**config.mk**
```make
export PLATFORM = sky130hd
export DESIGN_NAME = video_pattern_gen_flat
export DESIGN_NICKNAME = d
export VERILOG_FILES = /design/src/rtl/video_pattern_gen_if.sv /design/src/rtl/video_pattern_gen.sv /design/src/flat_wrapper.sv
export SDC_FILE = /design/constraint.sdc
export NUM_CORES = 1
export LEC_CHECK = 0
export CAP_MARGIN = 40
export CELL_PAD_IN_SITES_DETAIL_PLACEMENT = 2
export CELL_PAD_IN_SITES_GLOBAL_PLACEMENT = 2
export CORE_MARGIN = 3
export CORE_UTILIZATION = 33
export CTS_CLUSTER_SIZE = 40
export DETAILED_ROUTE_END_ITERATION = 10
export HOLD_SLACK_MARGIN = 0.12
export PLACE_DENSITY_LB_ADDON = 0.12
export SLEW_MARGIN = 20
export SYNTH_ARGS = -nofsm -noshare
export SYNTH_HDL_FRONTEND = slang
export SYNTH_SLANG_ARGS = --single-unit
```
**constraint.sdc**
```tcl
create_clock -name clk -period 4 [get_ports clk]
set_clock_uncertainty 0.2 [all_clocks]
set_input_delay 0.6 -clock clk [delete_from_list [all_inputs] [get_ports clk]]
set_output_delay 0.6 -clock clk [all_outputs]
set_load 0.02 [all_outputs]
```
**src/rtl/video_pattern_gen_if.sv**
```systemverilog
// video_pattern_gen_if
//   Bundles the pattern generator's control inputs and its video stream
//   outputs.
//   Port summary:
//     I_pix_en      pixel enable (one pixel per clk where high)
//     I_mode        pattern select: 0 bars, 1 gradient, 2 checker, 3 solid
//     I_solid_rgb   {R,G,B} colour used by mode 3
//     O_rgb_*       DE / HS / VS / R / G / B video stream
//     O_x, O_y      counter position of the pixel now on the outputs
//     O_frame_start one-clk pulse with pixel (0,0)
//     O_frame_cnt   completed-frame count
//
// Handshake: there is no valid/ready pair. I_pix_en is a one-way qualifier.
// On every clk where it is high, the generator consumes one pixel slot and
// presents that pixel one clk later. The stream cannot be back-pressured.
// On every clk where it is low, all outputs hold, except O_frame_start,
// which returns to 0.
//
// master: the source of the control inputs (a testbench or system glue).
// slave:  the generator itself.
interface video_pattern_gen_if;
  logic        I_pix_en;
  logic [1:0]  I_mode;
  logic [23:0] I_solid_rgb;
  logic        O_rgb_de;
  logic        O_rgb_hs;
  logic        O_rgb_vs;
  logic [7:0]  O_rgb_r;
  logic [7:0]  O_rgb_g;
  logic [7:0]  O_rgb_b;
  logic [11:0] O_x;
  logic [11:0] O_y;
  logic        O_frame_start;
  logic [15:0] O_frame_cnt;

  modport master (
    output I_pix_en, I_mode, I_solid_rgb,
    input  O_rgb_de, O_rgb_hs, O_rgb_vs, O_rgb_r, O_rgb_g, O_rgb_b,
    input  O_x, O_y, O_frame_start, O_frame_cnt
  );

  modport slave (
    input  I_pix_en, I_mode, I_solid_rgb,
    output O_rgb_de, O_rgb_hs, O_rgb_vs, O_rgb_r, O_rgb_g, O_rgb_b,
    output O_x, O_y, O_frame_start, O_frame_cnt
  );
endinterface

```
**src/rtl/video_pattern_gen.sv**
```systemverilog
// video_pattern_gen
//   Parametrised video timing and test-pattern generator. It produces an
//   RGB/DE/HS/VS stream. It also outputs pixel coordinates and a frame
//   counter.
//   Ports:
//     clk  single clock
//     rst  synchronous, active-high reset
//     bus  video_pattern_gen_if.slave (control inputs and video outputs)
//   Every output is registered. Each one shows the pixel that was sampled
//   on the previous enabled clk edge.
module video_pattern_gen #(
  parameter int H_ACTIVE    = 800,
  parameter int H_FP        = 40,
  parameter int H_SYNC      = 128,
  parameter int H_BP        = 88,
  parameter int V_ACTIVE    = 600,
  parameter int V_FP        = 1,
  parameter int V_SYNC      = 4,
  parameter int V_BP        = 23,
  parameter bit HS_POL      = 1'b1,
  parameter bit VS_POL      = 1'b1,
  parameter int BAR_W       = 100,
  parameter int CHECK_SHIFT = 4
) (
  input  logic               clk,
  input  logic               rst,
  video_pattern_gen_if.slave bus
);

  localparam int H_TOTAL = H_ACTIVE + H_FP + H_SYNC + H_BP;
  localparam int V_TOTAL = V_ACTIVE + V_FP + V_SYNC + V_BP;

  generate
    if (H_ACTIVE == 0 || H_FP == 0 || H_SYNC == 0 || H_BP == 0 ||
        V_ACTIVE == 0 || V_FP == 0 || V_SYNC == 0 || V_BP == 0 ||
        BAR_W == 0 || CHECK_SHIFT == 0 || CHECK_SHIFT > 11 ||
        H_TOTAL > 4096 || V_TOTAL > 4096) begin : g_bad_params
      $error("video_pattern_gen: illegal parameter set");
    end
  endgenerate

  // Each back porch is at least 1, so every sync end still fits in 12 bits.
  localparam logic [11:0] H_LAST = 12'(H_TOTAL - 1);
  localparam logic [11:0] V_LAST = 12'(V_TOTAL - 1);
  localparam logic [11:0] H_ACT  = 12'(H_ACTIVE);
  localparam logic [11:0] V_ACT  = 12'(V_ACTIVE);
  localparam logic [11:0] HS_BEG = 12'(H_ACTIVE + H_FP);
  localparam logic [11:0] HS_END = 12'(H_ACTIVE + H_FP + H_SYNC);
  localparam logic [11:0] VS_BEG = 12'(V_ACTIVE + V_FP);
  localparam logic [11:0] VS_END = 12'(V_ACTIVE + V_FP + V_SYNC);

  localparam int BCW = (BAR_W > 1) ? $clog2(BAR_W) : 1;
  localparam logic [BCW-1:0] BC_LAST = BCW'(BAR_W - 1);

  logic [11:0]    hc;
  logic [11:0]    vc;
  logic [1:0]     mode_q;
  logic [2:0]     bi;
  logic [BCW-1:0] bc;
  logic [15:0]    frame_cnt;

  logic        first_px;
  logic [1:0]  mode_eff;
  logic        de;
  logic        hs_on;
  logic        vs_on;
  logic [23:0] bar_rgb;
  logic [23:0] pix_rgb;

  assign bus.O_frame_cnt = frame_cnt;

  always_comb begin
    first_px = (hc == 12'd0) && (vc == 12'd0);
    // Pixel (0,0) is the cycle that latches I_mode, so that pixel already
    // uses the new mode. This keeps a mode switch on a frame boundary.
    mode_eff = first_px ? bus.I_mode : mode_q;
    de       = (hc < H_ACT) && (vc < V_ACT);
    hs_on    = (hc >= HS_BEG) && (hc < HS_END);
    vs_on    = (vc >= VS_BEG) && (vc < VS_END);

    bar_rgb = 24'h000000;
    case (bi)
      3'd0:    bar_rgb = 24'hFF0000;
      3'd1:    bar_rgb = 24'h00FF00;
      3'd2:    bar_rgb = 24'h0000FF;
      3'd3:    bar_rgb = 24'hFFFF00;
      3'd4:    bar_rgb = 24'h00FFFF;
      3'd5:    bar_rgb = 24'hFF00FF;
      3'd6:    bar_rgb = 24'h808080;
      default: bar_rgb = 24'h000000;
    endcase

    pix_rgb = 24'h000000;
    case (mode_eff)
      2'd0:    pix_rgb = bar_rgb;
      2'd1:    pix_rgb = {hc[7:0], vc[7:0], frame_cnt[7:0]};
      2'd2:    pix_rgb = (hc[CHECK_SHIFT] ^ vc[CHECK_SHIFT]) ? 24'hFFFFFF : 24'h000000;
      default: pix_rgb = bus.I_solid_rgb;
    endcase
    if (!de) pix_rgb = 24'h000000;
  end

  always_ff @(posedge clk) begin
    if (rst) begin
      hc                <= 12'd0;
      vc                <= 12'd0;
      mode_q            <= 2'd0;
      bi                <= 3'd0;
      bc                <= '0;
      frame_cnt         <= 16'd0;
      bus.O_rgb_de      <= 1'b0;
      bus.O_rgb_hs      <= ~HS_POL;
      bus.O_rgb_vs      <= ~VS_POL;
      bus.O_rgb_r       <= 8'd0;
      bus.O_rgb_g       <= 8'd0;
      bus.O_rgb_b       <= 8'd0;
      bus.O_x           <= 12'd0;
      bus.O_y           <= 12'd0;
      bus.O_frame_start <= 1'b0;
    end else begin
      // The frame-start pulse never holds across a disabled clk.
      bus.O_frame_start <= 1'b0;
      if (bus.I_pix_en) begin
        bus.O_rgb_de      <= de;
        bus.O_rgb_hs      <= hs_on ? HS_POL : ~HS_POL;
        bus.O_rgb_vs      <= vs_on ? VS_POL : ~VS_POL;
        bus.O_rgb_r       <= pix_rgb[23:16];
        bus.O_rgb_g       <= pix_rgb[15:8];
        bus.O_rgb_b       <= pix_rgb[7:0];
        bus.O_x           <= hc;
        bus.O_y           <= vc;
        bus.O_frame_start <= first_px;
        if (first_px) mode_q <= bus.I_mode;

        if (hc == H_LAST) begin
          hc <= 12'd0;
          bi <= 3'd0;
          bc <= '0;
          if (vc == V_LAST) begin
            vc        <= 12'd0;
            frame_cnt <= frame_cnt + 16'd1;
          end else begin
            vc <= vc + 12'd1;
          end
        end else begin
          hc <= hc + 12'd1;
          // The bar index follows hc / BAR_W through a sub-counter, so no
          // divider is needed. It saturates on the last bar.
          if (bc == BC_LAST) begin
            bc <= '0;
            if (bi != 3'd7) bi <= bi + 3'd1;
          end else begin
            bc <= bc + 1'b1;
          end
        end
      end
    end
  end

endmodule

```
**src/flat_wrapper.sv**
```systemverilog
// flat-port wrapper written by rule: the top's interface ports become plain ports
module video_pattern_gen_flat 
#(
  parameter int H_ACTIVE    = 800,
  parameter int H_FP        = 40,
  parameter int H_SYNC      = 128,
  parameter int H_BP        = 88,
  parameter int V_ACTIVE    = 600,
  parameter int V_FP        = 1,
  parameter int V_SYNC      = 4,
  parameter int V_BP        = 23,
  parameter bit HS_POL      = 1'b1,
  parameter bit VS_POL      = 1'b1,
  parameter int BAR_W       = 100,
  parameter int CHECK_SHIFT = 4
)
  (clk, rst, bus_I_pix_en, bus_I_mode, bus_I_solid_rgb, bus_O_rgb_de, bus_O_rgb_hs, bus_O_rgb_vs, bus_O_rgb_r, bus_O_rgb_g, bus_O_rgb_b, bus_O_x, bus_O_y, bus_O_frame_start, bus_O_frame_cnt);
  video_pattern_gen_if bus_i ();
  input  logic clk;
  input  logic rst;
  input wire logic [$bits(bus_i.I_pix_en)-1:0] bus_I_pix_en;
  input wire logic [$bits(bus_i.I_mode)-1:0] bus_I_mode;
  input wire logic [$bits(bus_i.I_solid_rgb)-1:0] bus_I_solid_rgb;
  output wire logic [$bits(bus_i.O_rgb_de)-1:0] bus_O_rgb_de;
  output wire logic [$bits(bus_i.O_rgb_hs)-1:0] bus_O_rgb_hs;
  output wire logic [$bits(bus_i.O_rgb_vs)-1:0] bus_O_rgb_vs;
  output wire logic [$bits(bus_i.O_rgb_r)-1:0] bus_O_rgb_r;
  output wire logic [$bits(bus_i.O_rgb_g)-1:0] bus_O_rgb_g;
  output wire logic [$bits(bus_i.O_rgb_b)-1:0] bus_O_rgb_b;
  output wire logic [$bits(bus_i.O_x)-1:0] bus_O_x;
  output wire logic [$bits(bus_i.O_y)-1:0] bus_O_y;
  output wire logic [$bits(bus_i.O_frame_start)-1:0] bus_O_frame_start;
  output wire logic [$bits(bus_i.O_frame_cnt)-1:0] bus_O_frame_cnt;
  assign bus_i.I_pix_en = bus_I_pix_en;
  assign bus_i.I_mode = bus_I_mode;
  assign bus_i.I_solid_rgb = bus_I_solid_rgb;
  assign bus_O_rgb_de = bus_i.O_rgb_de;
  assign bus_O_rgb_hs = bus_i.O_rgb_hs;
  assign bus_O_rgb_vs = bus_i.O_rgb_vs;
  assign bus_O_rgb_r = bus_i.O_rgb_r;
  assign bus_O_rgb_g = bus_i.O_rgb_g;
  assign bus_O_rgb_b = bus_i.O_rgb_b;
  assign bus_O_x = bus_i.O_x;
  assign bus_O_y = bus_i.O_y;
  assign bus_O_frame_start = bus_i.O_frame_start;
  assign bus_O_frame_cnt = bus_i.O_frame_cnt;
  video_pattern_gen #(.H_ACTIVE(H_ACTIVE), .H_FP(H_FP), .H_SYNC(H_SYNC), .H_BP(H_BP), .V_ACTIVE(V_ACTIVE), .V_FP(V_FP), .V_SYNC(V_SYNC), .V_BP(V_BP), .HS_POL(HS_POL), .VS_POL(VS_POL), .BAR_W(BAR_W), .CHECK_SHIFT(CHECK_SHIFT)) u_core (.clk(clk), .rst(rst), .bus(bus_i));
endmodule
```
==> impl_metrics.env <==
export IMPL_antenna_cells=0
export IMPL_crit_type="register to register"
export IMPL_layoutNonFillerInstCount=870
export IMPL_cts_tree="yes"
export IMPL_synth_top_area_share=0.410
export IMPL_endpoint_kind="register"
export IMPL_portBuffers=96
export IMPL_fin_setup_tns_ps=0
export IMPL_mostFrequentLayoutCells="104 x dfxtp_1, 97 x nor2_1, 94 x clkdlybuf4s50_1"
export IMPL_dpl_hpwl_um=13200
export IMPL_row_count=44
export IMPL_numCtsBuffers=9
export IMPL_synth_area_leaders="dfxtp_1 41%, nor2_1 7.2%, mux2i_1 6.1%"
export IMPL_layout_drive_gt1_share=0.0598
export IMPL_fin_area_um2=6360
export IMPL_seqPwrFrac=0.501
export IMPL_vias_per_cell=5.37
export IMPL_post_cts_buffers=0
export IMPL_switching_share=0.260
export IMPL_first_pass_iters=5
export IMPL_status="finished, final reports clean"
export IMPL_holdPathStages=2
export IMPL_ant_nets=0
export IMPL_synth_edff_count=0
export IMPL_crit_fanout=23
export IMPL_clkTransAtPathRegs_ps=70
export IMPL_layout_commonest_cell="dfxtp_1"
export IMPL_clk_latency_ps=350
export IMPL_grt_usage=0.223
export IMPL_drc=0
export IMPL_fp_dieW_um=130
export IMPL_tightest_slew_ps=734
export IMPL_avgSynthCellArea_um2=8.32
export IMPL_pwr_share_clk=0.389
export IMPL_fmax_mhz=349
export IMPL_synth_seq_area_share=0.410
export IMPL_cts_resized=0
export IMPL_rsz0062_at_grt="false"
export IMPL_cts_root_buf="clkbuf_16"
export IMPL_dpl_cell_area_um2=6090
export IMPL_num_io_pins=97
export IMPL_worstPathArrival_ps=2890
export IMPL_post_place_cells=855
export IMPL_areaGrowthSynthToFinish_pct=25.2
export IMPL_synth_distinct_cells=58
export IMPL_yosysWarnings=0
export IMPL_p_sw_mw=0.558
export IMPL_synth_ff_type="dfxtp_1"
export IMPL_drtIter0Drc=215
export IMPL_synth_async_reset_ratio=0
export IMPL_antenna_found_initial=0
export IMPL_grt_pass1_vias=5021
export IMPL_cts_hold_buffers=0
export IMPL_die_area_um2=16900
export IMPL_clockBufferDepth=2
export IMPL_drv_slew=0
export IMPL_gp_congestion=0.866
export IMPL_wl_per_cell_um=20.7
export IMPL_ff2ff_path_depth=6
export IMPL_fin_nets=725
export IMPL_yosysTopAreaCell="dfxtp_1"
export IMPL_detailedPlace_worstSlack_ps=958
export IMPL_hp_class="register to register"
export IMPL_worst_slack_ps=1140
export IMPL_syn_area_um2=5070
export IMPL_cp_required_ps=4030
export IMPL_core_area_um2=14800
export IMPL_start_kind="register"
export IMPL_power_density_nw_per_um2=338
export IMPL_intPower_mw=1.59
export IMPL_grt_remaining_overflow=0
export IMPL_synth_seq_cells=104
export IMPL_post_route_period_util=0.716
export IMPL_maxSlewHeadroom=0.497
export IMPL_synth_nets=653
export IMPL_p_comb_frac=0.110
export IMPL_grt_max_degree=46
export IMPL_finalCriticalPeriod_ps=2860
export IMPL_ir_worst_vdd_uv=252
export IMPL_cap_viol_max_count=0
export IMPL_fin_util=0.429
export IMPL_fill_cells=1641
export IMPL_routed_wl_um=18000
export IMPL_die_h_um=130
export IMPL_cts_sinks=104
export IMPL_initial_core_util=0.343
export IMPL_num_vias=4670
export IMPL_timing_hold_violations_final=0
export IMPL_p_leak_nw=2.32
export IMPL_layout_area_seq_um2=2080
export IMPL_synthCells=610
export IMPL_multi_input_area_um2=2750
export IMPL_finalSetupViolCount=0
export IMPL_htreeDepth=3
export IMPL_grt_pass1_wl_um=29000
## stage by stage
step | hold slack, ps | total power, mW
2_1_floorplan | 258 | 1.23
3_3_place_gp | 237 | 1.33
3_5_place_dp | 246 | 1.33
4_1_cts | 256 | 2.17
5_1_grt | 277 | 2.24
6_report | 252 | 2.15
## critical path: stages, from the launching register on
cell     delay (ps)
dfxtp_1         410
nor4_4          380
nand4_1         260
nor2_4          400
mux2_2          570
o21ai_0         390
o21ai_0         120
## sequential cells by signal, indices dropped and copies added (netlist names), 2 cells and up
| name | count |
|---|---|
| u_core.bus.O_rgb_r | 8 |
| u_core.vc | 12 |
| u_core.bus.O_frame_cnt | 16 |
| u_core.mode_q | 2 |
| u_core.bus.O_rgb_b | 8 |
| u_core.bi | 3 |
| u_core.hc | 12 |
| u_core.bus.O_y | 12 |
| u_core.bc | 7 |
| u_core.bus.O_rgb_g | 8 |
| u_core.bus.O_x | 12 |
## synth_stat cells (all sizes together) (2+ instances only)
cell / instances
a21o: 2
a21oi: 52
a22oi: 2
a31oi: 5
and3: 4
and4: 2
buf: 20
clkbuf: 19
dfxtp: 104
ha: 14
inv: 14
mux2: 4
mux2i: 31
nand2: 58
nand2b: 4
nand3: 16
nand4: 17
nor2: 99
nor2b: 3
nor3: 14
nor3b: 2
nor4: 5
o21a: 3
o21ai: 54
o31ai: 3
or2: 2
or3: 8
or4: 5
xnor2: 14
xor2: 16
## power groups by stage
stage / Sequential (mW) / Combinational (mW) / Clock, mW
2_1_floorplan: 1.11 / 0.112 / 0
3_3_place_gp: 1.10 / 0.232 / 0
3_5_place_dp: 1.10 / 0.235 / 0
4_1_cts: 1.08 / 0.239 / 0.859
5_1_grt: 1.08 / 0.258 / 0.906
6_report: 1.08 / 0.236 / 0.834
## logic make-up (layout without fill, tap and decap cells)
kind of cell,after synthesis,in the layout,synth area share
mux,35,35,0.0708
xor+xnor,30,30,0.0518
simple gates,244,244,0.242
compound gates,130,130,0.141
fa+ha+maj,14,14,0.0345
flops,104,104,0.410
buf+inv,53,129,0.0498
## layer usage
layer | vias to the layer above | track usage | wire length (µm)
met4 | 0 | 0.0630 | 259
met2 | 83 | 0.355 | 8230
met5 | - | 0 | 0
met3 | 19 | 0.0307 | 548
li1 | 2256 | - | -
met1 | 2312 | 0.316 | 8980
## final cells by class
type / count / area share
Clock inverter: 3 / 0.00295
Inverter: 14 / 0.00827
Clock buffer: 12 / 0.0388
Sequential cell: 104 / 0.328
Multi-Input combinational cell: 453 / 0.432
Timing Repair Buffer: 100 / 0.154
Tap cell: 184 / 0.0362
## final timing paths
check / from / endpoint / slack (ps)
max: u_core.vc[2]$_SDFFE_PP0P_ / u_core.bus.O_rgb_r[5]$_SDFFE_PP0P_ / 1140
max reg2reg: u_core.vc[2]$_SDFFE_PP0P_ / u_core.bus.O_rgb_r[5]$_SDFFE_PP0P_ / 1140
min reg2reg: u_core.bus.O_rgb_g[6]$_SDFFE_PP0P_ / u_core.bus.O_rgb_g[6]$_SDFFE_PP0P_ / 250
min: u_core.bus.O_rgb_g[6]$_SDFFE_PP0P_ / u_core.bus.O_rgb_g[6]$_SDFFE_PP0P_ / 250
Note: power is estimated with default switching activity, not from simulation.
